File: src/rtl/tdc_hit_scheduler.sv
// tdc_hit_scheduler: stamps two TDC channels with a coarse count, aligns the stamp to
// the fine-code decoder latency, buffers per channel and round-robins onto one stream.
module tdc_hit_scheduler #(
   parameter int DEC_LAT    = 7,
   parameter int COARSE_W   = 24,
   parameter int FIFO_DEPTH = 4
) (
   input  logic                clk,
   input  logic                rst,
   input  logic                enable,
   input  logic                clr_status,
   input  logic                hit1,
   input  logic                hit2,
   input  logic [5:0]          fine1,
   input  logic [5:0]          fine2,
   output logic                out_valid,
   input  logic                out_ready,
   output logic                out_chan,
   output logic [COARSE_W-1:0] out_coarse,
   output logic [5:0]          out_fine,
   output logic                overflow1,
   output logic                overflow2,
   output logic [COARSE_W-1:0] coarse_now
);
   localparam int W  = COARSE_W + 6;
   localparam int AW = $clog2(FIFO_DEPTH);
   localparam logic [AW:0] FULL = (AW+1)'(FIFO_DEPTH);

   logic [COARSE_W-1:0] coarse_q, coarse_d;
   logic [1:0]          ne, pop, ovf;
   logic [W-1:0]        head [2];

   for (genvar c = 0; c < 2; c++) begin : g_ch
      logic [DEC_LAT-1:0]  tv_q, tv_d;
      logic [COARSE_W-1:0] tc_q [DEC_LAT];
      logic [COARSE_W-1:0] tc_d [DEC_LAT];
      logic [W-1:0]        mem_q [FIFO_DEPTH];
      logic [W-1:0]        mem_d [FIFO_DEPTH];
      logic [AW-1:0]       wp_q, wp_d, rp_q, rp_d;
      logic [AW:0]         cnt_q, cnt_d;
      logic                ovf_q, ovf_d, push, valid_out;
      always_comb begin
         tv_d = {tv_q[DEC_LAT-2:0], (c == 0 ? hit1 : hit2) & enable};
         tc_d[0] = coarse_q;
         for (int i = 1; i < DEC_LAT; i++) tc_d[i] = tc_q[i-1];
         valid_out = tv_q[DEC_LAT-1];
         // a pop on the same edge frees the slot the push needs
         push = valid_out & (cnt_q != FULL || pop[c]);
         mem_d = mem_q;
         if (push) mem_d[wp_q] = {tc_q[DEC_LAT-1], c == 0 ? fine1 : fine2};
         wp_d = wp_q + AW'(push);
         rp_d = rp_q + AW'(pop[c]);
         cnt_d = cnt_q + {{AW{1'b0}}, push} - {{AW{1'b0}}, pop[c]};
         ovf_d = (valid_out & ~push) | (ovf_q & ~clr_status);
      end
      always_ff @(posedge clk) begin
         if (rst) begin
            tv_q  <= '0;
            wp_q  <= '0;
            rp_q  <= '0;
            cnt_q <= '0;
            ovf_q <= 1'b0;
            for (int i = 0; i < DEC_LAT; i++) tc_q[i] <= '0;
            for (int i = 0; i < FIFO_DEPTH; i++) mem_q[i] <= '0;
         end else begin
            tv_q  <= tv_d;
            tc_q  <= tc_d;
            mem_q <= mem_d;
            wp_q  <= wp_d;
            rp_q  <= rp_d;
            cnt_q <= cnt_d;
            ovf_q <= ovf_d;
         end
      end
      assign ne[c]   = cnt_q != '0;
      assign head[c] = mem_q[rp_q];
      assign ovf[c]  = ovf_q;
   end

   logic                out_valid_q, out_valid_d, out_chan_q, out_chan_d, last_q, last_d;
   logic [COARSE_W-1:0] out_coarse_q, out_coarse_d;
   logic [5:0]          out_fine_q, out_fine_d;
   logic                load, gnt2, take;

   always_comb begin
      coarse_d = enable ? coarse_q + COARSE_W'(1) : coarse_q;
      load = ~out_valid_q | out_ready;
      // last_q=1 means channel 2 was granted last, so channel 1 wins a tie
      gnt2 = ne[1] & (~ne[0] | ~last_q);
      take = load & (|ne);
      pop = take ? {gnt2, ~gnt2} : 2'b00;
      out_valid_d = load ? (|ne) : out_valid_q;
      out_chan_d = take ? gnt2 : out_chan_q;
      {out_coarse_d, out_fine_d} = take ? head[gnt2] : {out_coarse_q, out_fine_q};
      last_d = take ? gnt2 : last_q;
   end

   always_ff @(posedge clk) begin
      if (rst) begin
         coarse_q     <= '0;
         out_valid_q  <= 1'b0;
         out_chan_q   <= 1'b0;
         out_coarse_q <= '0;
         out_fine_q   <= '0;
         last_q       <= 1'b1;
      end else begin
         coarse_q     <= coarse_d;
         out_valid_q  <= out_valid_d;
         out_chan_q   <= out_chan_d;
         out_coarse_q <= out_coarse_d;
         out_fine_q   <= out_fine_d;
         last_q       <= last_d;
      end
   end

   assign out_valid  = out_valid_q;
   assign out_chan   = out_chan_q;
   assign out_coarse = out_coarse_q;
   assign out_fine   = out_fine_q;
   assign overflow1  = ovf[0];
   assign overflow2  = ovf[1];
   assign coarse_now = coarse_q;
endmodule

File: config.mk
export PLATFORM = sky130hd
export DESIGN_NAME = tdc_hit_scheduler
export DESIGN_NICKNAME = d
export VERILOG_FILES = /design/src/rtl/tdc_hit_scheduler.sv
export SDC_FILE = /design/constraint.sdc
export NUM_CORES = 1
export LEC_CHECK = 0
export ABC_AREA = 1
export ABC_CLOCK_PERIOD_IN_PS = 2960
export CORE_MARGIN = 8
export CORE_UTILIZATION = 58
export CTS_CLUSTER_DIAMETER = 80
export DETAILED_ROUTE_END_ITERATION = 6
export DONT_BUFFER_PORTS = 1
export PLACE_DENSITY = 0.79
export SLEW_MARGIN = 10
export SYNTH_ARGS = -nofsm -noshare
export SYNTH_HDL_FRONTEND = slang
export SYNTH_SLANG_ARGS = --single-unit
File: constraint.sdc
create_clock -name clk -period 2.96 [get_ports clk]
set_clock_uncertainty 0.1 [all_clocks]
set_input_delay 0.296 -clock clk [delete_from_list [all_inputs] [get_ports clk]]
set_output_delay 0.296 -clock clk [all_outputs]
set_load 0.01 [all_outputs]
== Word-level counts from Yosys, hierarchy flattened ==
Cells that the tools add are included.
Operators by class
  reduce and logical (&&, ||, !) cells: 7
  bitwise logic cells: 26
  add/subtract/negate cells: 9
  multiplexer cells: 16
  $lt $le $gt $ge: 7
  equal/unequal tests: 2
Operators with widths (number)
  30-bit two-way mux: 9
  120-bit bitwise mux: 2
  30-bit binary-select mux with 2-bit select: 2
  30-bit demux with 2-bit select: 2
  24-bit by 1-bit adder with 24-bit output (second input constant): 1
  3-bit >= comparator (second input constant): 4
  2-bit inverter with 3-bit output: 4
  1-bit AND: 10
  2-bit by 1-bit adder with 2-bit output: 4
  1-bit inverter: 7
  3-bit by 1-bit adder with 3-bit output: 2
  3-bit by 1-bit less-than comparator with 1-bit output (second input constant): 2
  3-bit inequality test (second input constant): 2
  3-bit nonzero test: 2
  3-bit by 1-bit subtractor with 3-bit output: 2
  1-bit OR: 4
  2-bit >= comparator (second input constant): 1
  1-bit logical AND: 2
  1-bit logical OR: 2
  2-bit two-way mux: 1
  1-bit inverter with 2-bit output: 1
  2-bit OR reduction: 1
Storage, ports and cells
  register bits: 495
  bits of input ports: 19

== Logic depth before layout (Yosys ltp) ==
Gate-level depths: netlist (run 1).
  depth in word-level cells: 11
  mapped depth: 17
  depth with buffers taken out: 16

== Least setup slack after synthesis (run 1) ==
OpenSTA, ideal clock, no wires.
  kind: register to register
  start point: register g_ch[0].cnt_q[1]
  end point: register g_ch[1].cnt_q[2]
  setup time: 0.120 ns
  period minus slack after synthesis: 2.558 ns
  data required time: 2.740 ns
  arrival time: 2.338 ns
  slack: 0.402 ns
  cell stages (with the launch flop): 18
  buffers on the path: 1
  cell sequence: dfxtp_1 -> nor2_1 -> nand2_1 -> nand2_1 -> nand2_2 -> inv_2 -> nand2_2 -> nand2_2 -> buf_2 -> nand2_1 -> ha_1 -> inv_1 -> ha_1 -> inv_1 -> fa_1 -> xor2_1 -> o21ai_0 -> a21oi_1
Between the ends
  word-level cells in the longest chain between the ends: 9
Ends and longest elaborated chain
  start: declaration: line 40  | logic [AW:0] cnt_q, cnt_d;
  start signal: assignment: line 71  | cnt_q <= cnt_d;
  3-bit nonzero test *: line 75  | assign ne[c] = cnt_q != '0;
  1-bit inverter: line 89  | gnt2 = ne[1] & (~ne[0] | ~last_q);
  1-bit OR: line 89
  1-bit AND: line 89
  2-bit two-way mux *: line 91  | pop = take ? {gnt2, ~gnt2} : 2'b00;
  1-bit logical OR: line 48  | push = valid_out & (cnt_q != FULL || pop[c]);
  1-bit AND: line 48
  3-bit by 1-bit adder with 3-bit output: line 53  | cnt_d = cnt_q + {{AW{1'b0}}, push} - {{AW{1'b0}}, pop[c]};
  3-bit by 1-bit subtractor with 3-bit output *: line 53
  end signal: assignment: line 71
  end: declaration: line 40
Every way passes the cells marked *; elsewhere a longest branch is shown, timed or not.
A chain may end at the register's enable or synchronous reset.

== Worst setup path in the final report (run 1) ==
  start point: register g_ch[1].cnt_q[1]
  end point: register g_ch[0].cnt_q[1]
Between the ends
  word-level cells in the longest chain between the ends: 8
Ends and longest elaborated chain (line)
  3-bit nonzero test *: 75
  2-bit OR reduction / 1-bit AND (equally long branches): 90, 89
  1-bit AND / 1-bit inverter (equally long branches): 90, 91
  2-bit two-way mux *: 91
  1-bit logical OR: 48
  1-bit AND: 48
  3-bit by 1-bit adder with 3-bit output: 53
  3-bit by 1-bit subtractor with 3-bit output *: 53
Marked as above.

==> metrics.txt, run 1 <==
Finished Core Util=0.657; Synth Register Bits=about 500; hpwl dp=32.5 mm; Skew-Pair Late Insertion Delay=roughly 0.58 ns; Die X=209 um; clk slew on worst S/H paths=0.06 ns; CP Launch Type=register; most frequent CP cell=nand2_1; Post-Synthesis Net Count=3242; critical setup path kind=register to register; EDFF count, synth=0; DRC viols=0; Final Setup Violations=0; area share of the largest cell type after synthesis=0.458; most area-consuming cells after synthesis=dfxtp_1, inv_1, nand2_1; fin area=between 20000 and 25000 um2; # IOs=77; fin crit period=~2.8 ns; most common cell in the netlist=inv_1; I/O Buffers=0; period utilisation layout=0.962; sequential element share of the synthesized area=0.458; cell accounting for the most synthesized area=dfxtp_1; hold path depth=3; final wirelength=56.4 mm; CTS sink count=495; Worst VDD drop=0.606 mV; Max Clk Rate=around 350 MHz; Initial DRT Pass Iterations=6; drt via density=roughly 5.2; Avg Synthesized Cell Area=6.74 um2; Core Rows=70; root buffer cell=clkbuf_16; critical path required time=between 3 and 4 ns; Final ANT Viol Nets=0; CTS tree=done; Max stage delay cell, worst path=dlygate4sd3_1; GRT Util Overall=0.250; status=finished clean; RSZ-0062 raised after global routing=yes; PwrDens=715 nW/um2; gpl congestion=0.826; R2R depth=14; Syn Inst Count=3212; Leakage=about 0.011 uW; full die area=43800 um2; Initial Util=0.590; relative slew slack=0.339; grt total ovfl=0; Bufs on Longest Clock Path=3; Distinct cells, synth=29; DIE HEIGHT=roughly 210 um; CTS Buf Count=49; initial antenna violation count=1; first-pass GRT wire length=between 90 and 100 mm; via count=19200; Final Max Tran Viols=0; Core Area=36700 um2; Final Non-Filler Cells=between 3000 and 4000; ANT cells=0; Ys Warns=0; CP Cell Sequence=inv_2, nand2_1, nor2_1, nand2_1, nand3_4, nand2_4, nand2_1, ha_1, inv_1, ha_1, inv_1, fa_1, nor2_1, dlygate4sd3_1; Synth-to-Final Area Change=11.3%; layout cell share with drive strength beyond 1=0.0449; Crit. End Element=register; area post-placement=roughly 22000 um2; total power=17200 uW; Avg WL per Cell=about 15 um; placed cells=3499; NumNets Final=3202; min-delay worst type=input port to register; H-Tree Depth=2; main flop type after synthesis=dfxtp_1; actual slew at the worst max-slew pin=between 0.9 and 1 ns; Synth Cell Area=about 22000 um2; final hold viol count=0; vias in the first global route=between 15000 and 20000; crit path max fanout=3; crit path DAT=3.21 ns; critical path's largest stage delay=0.55 ns; largest net degree at the start of global routing=149; Worst Hold Slack=0.109 ns; commonest cells in the netlist=inv_1, nand2_1, dfxtp_1; max cap viols=0; ys async rst share=0; initial DRC count=1874
power breakdown:
part           internal (uW)  switching, uW  total (uW)
Clock                   3750           2620        6360
Combinational           1090           2580        3670
Sequential              6890            327        7220
per-stage QoR:
step	setup slack, ns	TNS (ns)
4_1_cts	0.0380	0
5_1_grt	-0.0191	-0.0340
6_report	0.112	0
3_3_place_gp	0.333	0
2_1_floorplan	0.402	0
3_5_place_dp	0.204	0
routing by layer:
layer	vias to the layer above	routed length, um	global-route usage
met2	829	26400	0.427
li1	9571	-	-
met3	157	5060	0.0489
met1	8689	22700	0.302
met5	-	13	0
met4	2	2260	0.111
sequential cells by signal, indices dropped and copies added, names as in the netlist, 4 cells and up:
signal	cells
coarse_now	24
g_ch.cnt_q	6
g_ch.mem_q	240
g_ch.rp_q	4
g_ch.tc_d	144
g_ch.tc_q	24
g_ch.tv_q	14
g_ch.wp_q	4
out_coarse	24
out_fine	6
layout by cell type (no fill, tap or decap), types with 17 or more instances in the layout:
cell type / count
a21oi_1: 148
a31oi_1: 17
buf_4: 43
clkbuf_16: 49
dfxtp_1: 491
dlygate4sd3_1: 88
inv_1: 745
nand2_1: 627
nand3_1: 30
nand4_1: 242
nor2_1: 459
nor3_1: 18
o21ai_0: 161
critical path, delay by kind of cell (launching register included):
family / cells / cell delay, ns
AND/OR/NAND/NOR: 7 / 0.59
adder cells (fa/ha/maj): 3 / 0.91
flip-flops: 1 / 0.41
buffers and inverters: 4 / 0.72
final cells by class:
cell class	instances	area (um2)
clock buffers	72	1410
clock inverters	15	233
fillers	3021	12600
inverters	749	2820
multi-input cells	1742	7860
flip-flops and latches	495	9920
well taps	468	586
repair buffers	135	1280
path summary, 6_finish.rpt:
path                          from                to  slack (ns)
setup / recovery  g_ch[1].cnt_q[1]  g_ch[0].cnt_q[1]        0.11
hold / removal                 rst    coarse_now[11]        0.11
setup reg to reg  g_ch[1].cnt_q[1]  g_ch[0].cnt_q[1]        0.11
hold reg to reg   g_ch[1].tc_d[29]   g_ch[1].tc_d[5]        0.30
logic make-up after synthesis:
| family | Yosys count | synth area share |
|---|---|---|
| simple gates | 1392 | 0.274 |
| buf+inv | 975 | 0.181 |
| flops | 495 | 0.458 |
| compound gates | 333 | 0.0784 |
| fa+ha+maj | 11 | 0.00705 |
| xor+xnor | 6 | 0.00243 |
repair_timing:
action | CTS | global route
gates resized for setup | 0 | 3
endpoints found under the hold margin | 275 | 0
setup buffers | 0 | 1
hold buffers | 89 | 0
endpoints found under the setup margin | 0 | 47
Note: power is estimated with default switching activity, not from simulation.
==> inputs of run 2 (changes only) <==
CELL_PAD_IN_SITES_DETAIL_PLACEMENT = 1   (was unset)
CELL_PAD_IN_SITES_GLOBAL_PLACEMENT = 1   (was unset)
CORE_UTILIZATION = 46   (was 58)
PLACE_DENSITY = 0.84   (was 0.79)
==> run 2 against run 1 <==
Net effect: the run now ends with negative setup slack left; non-clock buffer count rose by 9; clock power grew 10%; final area increased by 1.8%; first-iteration DRC count fell by 26%; clock-buffer cell count rose by 3; setup slack lost 0.19 ns; sequential power about the same.
==> metrics.txt, run 2 (synthesis results as in run 1) <==
status=finished, violations left; failing checks=negative setup slack; Avg WL per Cell=19.3 um (+26%); gpl congestion=0.818 (-0.90%); CTS tree=done; combinational power share=0.220 (+0.008); Worst VDD drop=0.549 mV (-9.5%); Max stage delay cell, worst path=dfxtp_1; critical path required time=3.40 ns (+0.08 ns); fin crit period=3.04 ns (+0.187 ns); full die area=54300 um2 (+24%); final hold viol count=0 (unchanged); DRC viols=0 (unchanged); area of the multi-input gates=7870 um2 (+0.16%); critical path's largest stage delay=0.40 ns (-0.15 ns); GRT Util Overall=0.269 (+0.0187); PwrDens=744 nW/um2 (+4.0%); critical setup path kind=register to register; most frequent CP cell=inv_1; Clock Power Share=0.383 (+0.014); CTS Buf Count=53 (+8.2%); hold path depth=2 (-1); Core Area=46600 um2 (+27%); reg2reg end=g_ch[0].cnt_q[2]; first-pass GRT wire length=117 mm (+28%); Initial DRT Pass Iterations=6 (unchanged); actual slew at the worst max-slew pin=1.05 ns (+0.0533 ns); drt via density=5.29 (+1.0%); final wirelength=73.9 mm (+31%); I/O Buffers=0 (unchanged); most frequent cells in the layout=inv_1, nand2_1, dfxtp_1, nor2_1, nand4_1; total power=18300 uW (+5.9%); CTS sink count=495 (unchanged); Skew-Pair Late Insertion Delay=0.64 ns (+0.06 ns); register area=9920 um2 (about the same); layout cell share with drive strength beyond 1=0.0514 (+0.00655); Final Max Tran Viols=0 (unchanged); r2r startpoint=g_ch[0].cnt_q[2]; Initial Util=0.465 (-0.125); vias in the first global route=21800 (+18%); H-Tree Depth=2 (unchanged); crit path max fanout=3 (unchanged); CP Launch Type=register; final setup margin=-0.0755 ns (-0.187 ns); root buffer cell=clkbuf_16; Leakage=0.0109 uW (+1.3%); setup TNS=-0.0755 ns (-0.0755 ns); NumNets Final=3215 (+0.41%); initial antenna violation count=1 (unchanged); Final ANT Viol Nets=0 (unchanged); Max Clk Rate=329 MHz (-6.2%); hold path startpoint=rst; hold path endpoint=g_ch[1].tc_d[82]; largest net degree at the start of global routing=153 (+2.7%); min-delay worst type=input port to register; most common cell after layout, fill and taps aside=inv_1; largest reg by FF count=g_ch.mem_q; via count=20300 (+5.4%); grt total ovfl=0 (unchanged); Final Setup Violations=1 (+1); CP bufs+invs=4 (unchanged); Worst path top cell family by delay=adder cells; Final Non-Filler Cells=3835 (+4.3%); DIE HEIGHT=233 um (+11%); clk slew on worst S/H paths=0.07 ns (about the same); Sw Ratio=0.342 (+0.0223); period utilisation layout=1.03 (+0.0632); Layout fillers=5992 (+98%); reg2reg setup slack=-0.08 ns (-0.19 ns); Seq pwr share=0.397 (-0.022); Bufs on Longest Clock Path=3 (unchanged); P_int=12000 uW (+2.4%); initial DRC count=1392 (-26%); CP Cell Sequence=inv_1, nand2_2, nand2_1, nand2_2, buf_4, nand3_4, nand2_4, nand2_1, ha_1, inv_1, ha_1, inv_1, fa_1, xor2_1, o21ai_0, a21oi_1; Place WS=0.252 ns (+0.0484 ns); max FFs per register=240 (unchanged); hpwl dp=40.4 mm (+24%); Die X=233 um (+11%); relative slew slack=0.303 (-0.0355); # IOs=77 (unchanged); Synth-to-Final Area Change=13.3%; Finished Core Util=0.527 (-0.130); max cap viols=0 (unchanged); placed cells=3647 (+4.2%); crit path DAT=3.47 ns (+0.26 ns); Crit. End Element=register; Net Switching=6250 uW (+13%); Core Rows=79 (+13%); R2R depth=16 (+2)
==> run 2: changes by cell type in the layout (fill, tap and decap cells not counted), moves of 3 or more <==
cell	change
clkbuf_8	-3
clkinv_2	+3
dlygate4sd3_1	-3
buf_4	+10
clkinv_1	+3
buf_12	+3
inv_16	+3
clkbuf_16	+4
==> run 2: power by group through the flow <==
| stage | Combinational, uW | Clock (uW) | Sequential, uW |
|---|---|---|---|
| 2_1_floorplan | 2580 | 0 | 7230 |
| 6_report | 4010 | 7000 | 7250 |
| 5_1_grt | 4290 | 7360 | 7270 |
| 3_5_place_dp | 3590 | 0 | 7360 |
| 3_3_place_gp | 3440 | 0 | 7350 |
| 4_1_cts | 3770 | 7040 | 7220 |
==> run 2: worst register-to-register path: cells and delay by family (launching register included) <==
kind | cells | cell delay [ns]
AOI/OAI and AO/OA | 2 | 0.41
buffers and inverters | 4 | 0.37
and+or+nand+nor | 6 | 0.59
adders and majority gates | 3 | 0.81
xor gates and xnor gates | 1 | 0.24
DFF | 1 | 0.40
==> run 2: area by class of cell <==
| type | count | area share |
|---|---|---|
| sequential | 495 | 0.404 |
| inverter | 749 | 0.115 |
| timing repair buffer | 144 | 0.0561 |
| clock buffer | 75 | 0.0602 |
| multi-input combinational | 1742 | 0.321 |
| clock inverter | 22 | 0.0129 |
| tap | 607 | 0.0309 |
| antenna | 1 | 0.000102 |
==> run 2: stage by stage <==
stage	instance area, um2	hold slack (ns)
2_1_floorplan	21700	0.286
3_3_place_gp	21800	0.282
3_5_place_dp	21800	0.289
4_1_cts	24500	0.00176
5_1_grt	24500	0.0965
6_report	24500	0.0610
==> run 2: repair_timing <==
action | CTS | global route
endpoints found under the setup margin | 0 | 74
resized for setup | 0 | 8
hold buffers | 86 | 0
setup buffers | 0 | 4
hold endpoints to repair | 276 | 0
==> run 2: how the worst max path moves through the flow <==
stage                                start                 end  slack, ns  cells past startpoint
final                     g_ch[0].cnt_q[2]    g_ch[0].cnt_q[2]      -0.08                     16
after global routing      g_ch[0].cnt_q[2]    g_ch[0].cnt_q[2]      -0.17                     16
after CTS                 g_ch[0].cnt_q[1]    g_ch[1].cnt_q[1]        0.1                     15
after detailed placement  g_ch[0].cnt_q[1]   g_ch[1].mem_q[29]       0.25                     12
after global placement    g_ch[0].cnt_q[1]  g_ch[1].mem_q[111]       0.39                     12
after floorplan           g_ch[0].cnt_q[1]    g_ch[1].cnt_q[2]       0.40                     17
==> run 2: routing by layer <==
layer | vias to the layer above | routed length (um) | track usage
met3 | 197 | 4380 | 0.0499
met5 | - | 0 | 0
met2 | 600 | 36700 | 0.475
met4 | 0 | 3340 | 0.133
met1 | 9880 | 29400 | 0.308
li1 | 9612 | - | -
